<file path="src/rtl/uart_pkg.sv">
// Shared UART receive constants: ASCII codes, RX state encoding, default bit timing.
// Pure declarations; no latency or flow control of its own.
package uart_pkg;

  localparam int CLKS_PER_BIT_DEFAULT = 217;

  localparam logic [7:0] ASCII_0  = 8'h30;
  localparam logic [7:0] ASCII_9  = 8'h39;
  localparam logic [7:0] ASCII_CR = 8'h0D;
  localparam logic [7:0] ASCII_LF = 8'h0A;

  typedef enum logic [1:0] {
    RX_IDLE  = 2'd0,
    RX_START = 2'd1,
    RX_DATA  = 2'd2,
    RX_STOP  = 2'd3
  } rx_state_t;

  function automatic logic is_digit(input logic [7:0] b);
    return (b >= ASCII_0) && (b <= ASCII_9);
  endfunction

  function automatic logic is_term(input logic [7:0] b);
    return (b == ASCII_CR) || (b == ASCII_LF);
  endfunction

endpackage

</file>
<file path="src/rtl/uart_rx_byte.sv">
// 8N1 UART byte receiver with 2-flop input synchroniser; valid/frame_err pulse one cycle after
// the stop-bit sample. No backpressure: each byte is presented for exactly one cycle.
module uart_rx_byte
  import uart_pkg::*;
#(
  parameter int CLKS_PER_BIT = CLKS_PER_BIT_DEFAULT
) (
  input  logic       clk,
  input  logic       rst_n,
  input  logic       rx,
  output logic [7:0] data,
  output logic       valid,
  output logic       frame_err
);

  localparam int CNT_W = $clog2(CLKS_PER_BIT);
  localparam logic [CNT_W-1:0] HALF_LOAD = CNT_W'(CLKS_PER_BIT / 2 - 1);
  localparam logic [CNT_W-1:0] FULL_LOAD = CNT_W'(CLKS_PER_BIT - 1);

  generate
    if (CLKS_PER_BIT < 4) begin : g_bad_param
      $error("uart_rx_byte: CLKS_PER_BIT must be >= 4");
    end
  endgenerate

  logic             rx_m;
  logic             rx_s;
  logic             rx_prev;
  logic [1:0]       sync_fill;
  logic             armed;
  logic             fall;

  rx_state_t        state, state_nxt;
  logic [CNT_W-1:0] cnt, cnt_nxt;
  logic [2:0]       bit_idx, bit_idx_nxt;
  logic [7:0]       shreg, shreg_nxt;
  logic             valid_nxt;
  logic             ferr_nxt;
  logic             expiry;

  // Sync flops come out of reset high, so their first outputs are not real line samples;
  // sync_fill marks when rx_s reflects the pin, and armed needs a genuine high before any start.
  always_ff @(posedge clk or negedge rst_n) begin
    if (!rst_n) begin
      rx_m      <= 1'b1;
      rx_s      <= 1'b1;
      rx_prev   <= 1'b1;
      sync_fill <= 2'b00;
      armed     <= 1'b0;
    end else begin
      rx_m      <= rx;
      rx_s      <= rx_m;
      rx_prev   <= rx_s;
      sync_fill <= {sync_fill[0], 1'b1};
      armed     <= armed | (sync_fill[1] & rx_s);
    end
  end

  assign fall   = armed & rx_prev & ~rx_s;
  assign expiry = (cnt == '0);

  always_ff @(posedge clk or negedge rst_n) begin
    if (!rst_n) begin
      state     <= RX_IDLE;
      cnt       <= '0;
      bit_idx   <= '0;
      shreg     <= '0;
      valid     <= 1'b0;
      frame_err <= 1'b0;
    end else begin
      state     <= state_nxt;
      cnt       <= cnt_nxt;
      bit_idx   <= bit_idx_nxt;
      shreg     <= shreg_nxt;
      valid     <= valid_nxt;
      frame_err <= ferr_nxt;
    end
  end

  always_comb begin
    state_nxt   = state;
    cnt_nxt     = cnt;
    bit_idx_nxt = bit_idx;
    shreg_nxt   = shreg;
    valid_nxt   = 1'b0;
    ferr_nxt    = 1'b0;
    case (state)
      RX_IDLE: begin
        if (fall) begin
          cnt_nxt   = HALF_LOAD;
          state_nxt = RX_START;
        end
      end
      RX_START: begin
        if (!expiry) begin
          cnt_nxt = cnt - CNT_W'(1);
        end else if (rx_s) begin
          state_nxt = RX_IDLE;
        end else begin
          cnt_nxt     = FULL_LOAD;
          bit_idx_nxt = '0;
          state_nxt   = RX_DATA;
        end
      end
      RX_DATA: begin
        if (!expiry) begin
          cnt_nxt = cnt - CNT_W'(1);
        end else begin
          shreg_nxt = {rx_s, shreg[7:1]};
          cnt_nxt   = FULL_LOAD;
          if (bit_idx == 3'd7) begin
            state_nxt = RX_STOP;
          end else begin
            bit_idx_nxt = bit_idx + 3'd1;
          end
        end
      end
      RX_STOP: begin
        if (!expiry) begin
          cnt_nxt = cnt - CNT_W'(1);
        end else begin
          valid_nxt = rx_s;
          ferr_nxt  = ~rx_s;
          state_nxt = RX_IDLE;
        end
      end
      default: state_nxt = RX_IDLE;
    endcase
  end

  assign data = shreg;

endmodule

</file>
<file path="src/rtl/uart_number_rx.sv">
// Parses CR/LF-terminated ASCII decimal lines from a UART into a held NUM_W-bit number;
// number_valid pulses 1 clk after the terminator byte. No backpressure: bytes are consumed as they arrive.
module uart_number_rx
  import uart_pkg::*;
#(
  parameter int CLKS_PER_BIT = CLKS_PER_BIT_DEFAULT,
  parameter int NUM_W        = 32
) (
  input  logic             clk,
  input  logic             rst_n,
  input  logic             uart_rx,
  output logic [NUM_W-1:0] number,
  output logic             number_valid,
  output logic             byte_valid,
  output logic             frame_err,
  output logic             overflow
);

  logic [7:0]       rx_data;
  logic [NUM_W-1:0] acc;
  logic             digit_seen;
  logic             line_bad;
  logic             acc_ovf;
  logic [NUM_W+3:0] acc_wide;
  logic [NUM_W+3:0] acc_x10;
  logic [NUM_W+3:0] acc_next;
  logic             step_ovf;

  uart_rx_byte #(
    .CLKS_PER_BIT(CLKS_PER_BIT)
  ) u_rx_byte (
    .clk      (clk),
    .rst_n    (rst_n),
    .rx       (uart_rx),
    .data     (rx_data),
    .valid    (byte_valid),
    .frame_err(frame_err)
  );

  // acc*10 + digit never exceeds 16*2^NUM_W, so four guard bits catch every wrap.
  assign acc_wide = {4'b0000, acc};
  assign acc_x10  = (acc_wide << 3) + (acc_wide << 1);
  assign acc_next = acc_x10 + {{NUM_W{1'b0}}, rx_data[3:0]};
  assign step_ovf = |acc_next[NUM_W+3:NUM_W];

  always_ff @(posedge clk or negedge rst_n) begin
    if (!rst_n) begin
      acc          <= '0;
      digit_seen   <= 1'b0;
      line_bad     <= 1'b0;
      acc_ovf      <= 1'b0;
      number       <= '0;
      number_valid <= 1'b0;
      overflow     <= 1'b0;
    end else begin
      number_valid <= 1'b0;
      if (frame_err) begin
        line_bad <= 1'b1;
      end else if (byte_valid) begin
        if (is_digit(rx_data)) begin
          acc        <= acc_next[NUM_W-1:0];
          digit_seen <= 1'b1;
          if (step_ovf) begin
            acc_ovf <= 1'b1;
          end
        end else if (is_term(rx_data)) begin
          // An empty or poisoned line still resets the parser for the next one.
          if (digit_seen && !line_bad) begin
            number       <= acc;
            number_valid <= 1'b1;
            overflow     <= acc_ovf;
          end
          acc        <= '0;
          digit_seen <= 1'b0;
          line_bad   <= 1'b0;
          acc_ovf    <= 1'b0;
        end else begin
          line_bad <= 1'b1;
        end
      end
    end
  end

endmodule

</file>
<file path="config.mk">
export PLATFORM = sky130hd
export DESIGN_NAME = uart_number_rx
export DESIGN_NICKNAME = d
export VERILOG_FILES = /design/src/rtl/uart_pkg.sv /design/src/rtl/uart_rx_byte.sv /design/src/rtl/uart_number_rx.sv
export SDC_FILE = /design/constraint.sdc
export NUM_CORES = 1
export LEC_CHECK = 0
export ABC_AREA = 1
export ABC_CLOCK_PERIOD_IN_PS = 2600
export BUFFER_PORTS_ARGS = -buffer_cell sky130_fd_sc_hd__clkbuf_2
export CORE_UTILIZATION = 40
export CTS_CLUSTER_SIZE = 30
export DETAILED_ROUTE_END_ITERATION = 7
export PLACE_DENSITY = 0.68
export SKIP_CTS_REPAIR_TIMING = 1
export SLEW_MARGIN = 40
export SYNTH_ARGS = -nofsm -noshare
export SYNTH_HDL_FRONTEND = slang
export SYNTH_SLANG_ARGS = --single-unit
</file>
<file path="constraint.sdc">
create_clock -name clk -period 2.6 [get_ports clk]
set_input_delay 0.52 -clock clk [delete_from_list [all_inputs] [get_ports clk]]
set_output_delay 0.52 -clock clk [all_outputs]
set_load 0.02 [all_outputs]
</file>
==> run summary <==
status - completed
total wire length - 14900 µm
RSZ-0062 raised after global routing - yes
Final Skew - 0.00927 ns
Via Count - 5633
routability cong. - 0.879
flop2flop setup slack - 0.18 ns
Residual DRC - 0
R2R depth - 16
Max FO, Critical Path - 4
Period minus WS final - 2.42 ns
Cell Count, Final, Fillers Out - 1154
Vias per Instance - 4.88
Syn. warnings - 0
clock tree from TritonCTS - built
root buf cell - clkbuf_16
drt wl/cell - 13.0 µm
Die X - 129 µm
Final nets - 1009
Num CTS Buffers - 9
synthesis-to-layout area growth - 15.7%
Slew @ Worst Pin - 0.578 ns
Worst setup SP type - flop
post-synth net total - 947
worst path arrival time - 2.67 ns
Initial Utilization - 40.9%
Die Span Y - 129 µm
R2R Path Start - acc[2]$_DFFE_PN0P_
core footprint - 15900 µm²
Mean Syn Cell Area - 7.46 µm²
PortBufs - 38
Synth Cell Area - 6500 µm²
dpl ws - -0.0109 ns
Power Dens Cells - 489 nW/µm²
FP Rows - 46
layout cells sized above 1 - 14.3%
maxcap violations - 0
vias in the first global route - 5380
Tot GR Track Use - 19.2%
I/O pin total - 39
grt ovf - 0
min setup slack post-route - 0.181 ns
TritonRoute pass-1 iters - 5
WP data required - 2.85 ns
Slew Limit Fails - 0
DP HPWL - 11200 µm
Fmax - 0.413 GHz
Leak - 0.00406 µW
reg2reg end - acc[29]$_DFFE_PN0P_
Layout Utilization - 47.3%
clk slew on worst S/H paths - 0.07 ns
1st-iter DRT viols - 306
Tcrit/Tclk final - 93.1%
Peak supply drop - 0.000498 V
Final Hold Fails - 0
Seq/Total Area, Yosys - 37.8%
Sum Neg Setup Slack - 0 ns
ANT cells - 0
CP Capture Type - flop
global-route wire length before repair - 25200 µm
initial antenna violation count - 0
CTS max path bufs - 2
antenna viol nets, final - 0
worst hold-check path type - in -> async
Max H-tree Level - 3
#FFs+latches synth - 98
Placed Cells - 1133
Mapped Cells - 871
slew margin rel. - 61.5%
synth unique cells - 39
largest net degree at the start of global routing - 99
final setup fails - 0
clock insertion delay at the later pin of the skew report - 0.36 ns
die area - 16800 µm²
critical path type - reg -> reg
Num Clock Sinks - 98
placed cells by master, fill, tap and decap left out, types with 2 or more instances in the layout:
master,count
inv_2,9
nor2_2,3
a21oi_2,5
nor2_1,63
xor2_1,6
buf_4,24
o22ai_1,17
o21ai_0,69
nand4_1,2
ha_2,3
o21ai_1,6
nand3_2,3
or2_2,2
nand2_1,261
inv_6,2
dfrtp_1,95
ha_1,65
a21oi_1,44
a31o_2,3
xnor2_1,3
o21ai_2,3
dfstp_2,3
nor4_4,2
a32o_1,3
ha_4,3
nor3_1,13
inv_1,124
nand2_2,13
clkbuf_2,37
clkbuf_16,9
o21bai_1,7
nand3_1,17
worst max path at each step:
stage | end | cells after the start | start | slack [ns]
2_1_floorplan | acc[30]$_DFFE_PN0P_ | 15 | u_rx_byte.data[3]$_DFFE_PN0P_ | 0.13
3_3_place_gp | acc[30]$_DFFE_PN0P_ | 15 | acc[0]$_DFFE_PN0P_ | 0.06
3_5_place_dp | acc[30]$_DFFE_PN0P_ | 15 | acc[0]$_DFFE_PN0P_ | -0.01
4_1_cts | acc[30]$_DFFE_PN0P_ | 15 | acc[0]$_DFFE_PN0P_ | -0.04
5_1_grt | acc_ovf$_DFFE_PN0P_ | 16 | acc[2]$_DFFE_PN0P_ | 0.0006
6_report | acc[29]$_DFFE_PN0P_ | 16 | acc[2]$_DFFE_PN0P_ | 0.18
flip-flops by register name, summed over array words and instances (netlist names), named ones only:
signal,flops
acc,32
u_rx_byte.frame_err,1
u_rx_byte.state,1
u_rx_byte.valid,1
line_bad,1
u_rx_byte.cnt,8
digit_seen,1
number,32
u_rx_byte.rx_m,1
u_rx_byte.data,8
u_rx_byte.rx_prev,1
overflow,1
u_rx_byte.armed,1
u_rx_byte.sync_fill,2
u_rx_byte.bit_idx,3
u_rx_byte.rx_s,1
number_valid,1
acc_ovf,1
cells in the mapped netlist, drive strengths merged:
cell type / count / area, µm²
nor3: 14 / 81.3
a21oi: 50 / 262
xor2: 6 / 52.6
a21boi: 1 / 7.51
a22oi: 1 / 7.51
o21bai: 7 / 52.6
nor2: 66 / 253
xnor2: 3 / 26.3
a31o: 3 / 26.3
buf: 8 / 52.6
nand3: 20 / 100
conb: 1 / 3.75
nand2: 274 / 1030
o22ai: 17 / 106
inv: 133 / 499
a32o: 3 / 30.0
a211oi: 2 / 20.0
fa: 2 / 40.0
dfstp: 3 / 78.8
o21ai: 78 / 398
a21o: 1 / 7.51
nand4: 2 / 12.5
clkbuf: 3 / 11.3
or2: 2 / 12.5
nor4: 3 / 48.8
o211ai: 1 / 7.51
ha: 71 / 888
a31oi: 1 / 6.26
dfrtp: 95 / 2380
kinds of logic (layout without fill, tap and decap cells):
| group | Yosys count | after routing | share of synthesized area [%] |
|---|---|---|---|
| simple gates | 381 | 381 | 23.7 |
| compound gates | 165 | 165 | 14.3 |
| buf+inv | 144 | 211 | 8.66 |
| flops | 98 | 98 | 37.8 |
| fa+ha+maj | 73 | 73 | 14.3 |
| xor+xnor | 9 | 9 | 1.21 |
| other cells | 1 | 1 | 0.0577 |
power breakdown:
part	leakage (µW)	internal, µW	switching, µW	total, µW
Sequential	0.00133	1600	64.5	1670
Clock	0.000155	786	630	1420
Combinational	0.00258	197	395	592
final cells by class:
class	count	area, µm²
tap	216	270
clock buffer	10	239
timing repair buffer	62	385
inverter	133	499
sequential	98	2460
clock inverter	6	72.6
multi-input combinational	629	3600
fill	1609	8360
critical path, cell delays in order, from the launching register on:
cell and delay (ns):
dfrtp_1 0.36, inv_2 0.05, fa_1 0.59, inv_2 0.06, ha_4 0.24, nand2_1 0.06, nand2_1 0.07, nand3_2 0.08
nand2_2 0.06, nand2_1 0.08, nand2_2 0.08, nand2_1 0.07, nand3_1 0.09, a21oi_1 0.23, nand2_1 0.08, nand2_1 0.06
o21ai_1 0.06
metal layers:
layer  routed length, µm  track usage (%)  share of wire, %  up-vias
li1                    -                -                 -     2938
met1                7050             25.4                47     2574
met2                6920             31.2                46      102
met3                 715             3.34               4.8       19
met4                 257             7.73               1.7        0
met5                   0                0                 0        -
stage by stage:
stage / total power, µW / hold slack [ns] / instance area, µm²
after floorplan: 2130 / 0.224 / 6500
after global placement: 2280 / 0.338 / 7050
after detailed placement: 2290 / 0.348 / 7050
after CTS: 3730 / 0.224 / 7370
after global routing: 3860 / 0.222 / 7520
final: 3680 / 0.162 / 7520
Power figures use the tool's default switching activity.
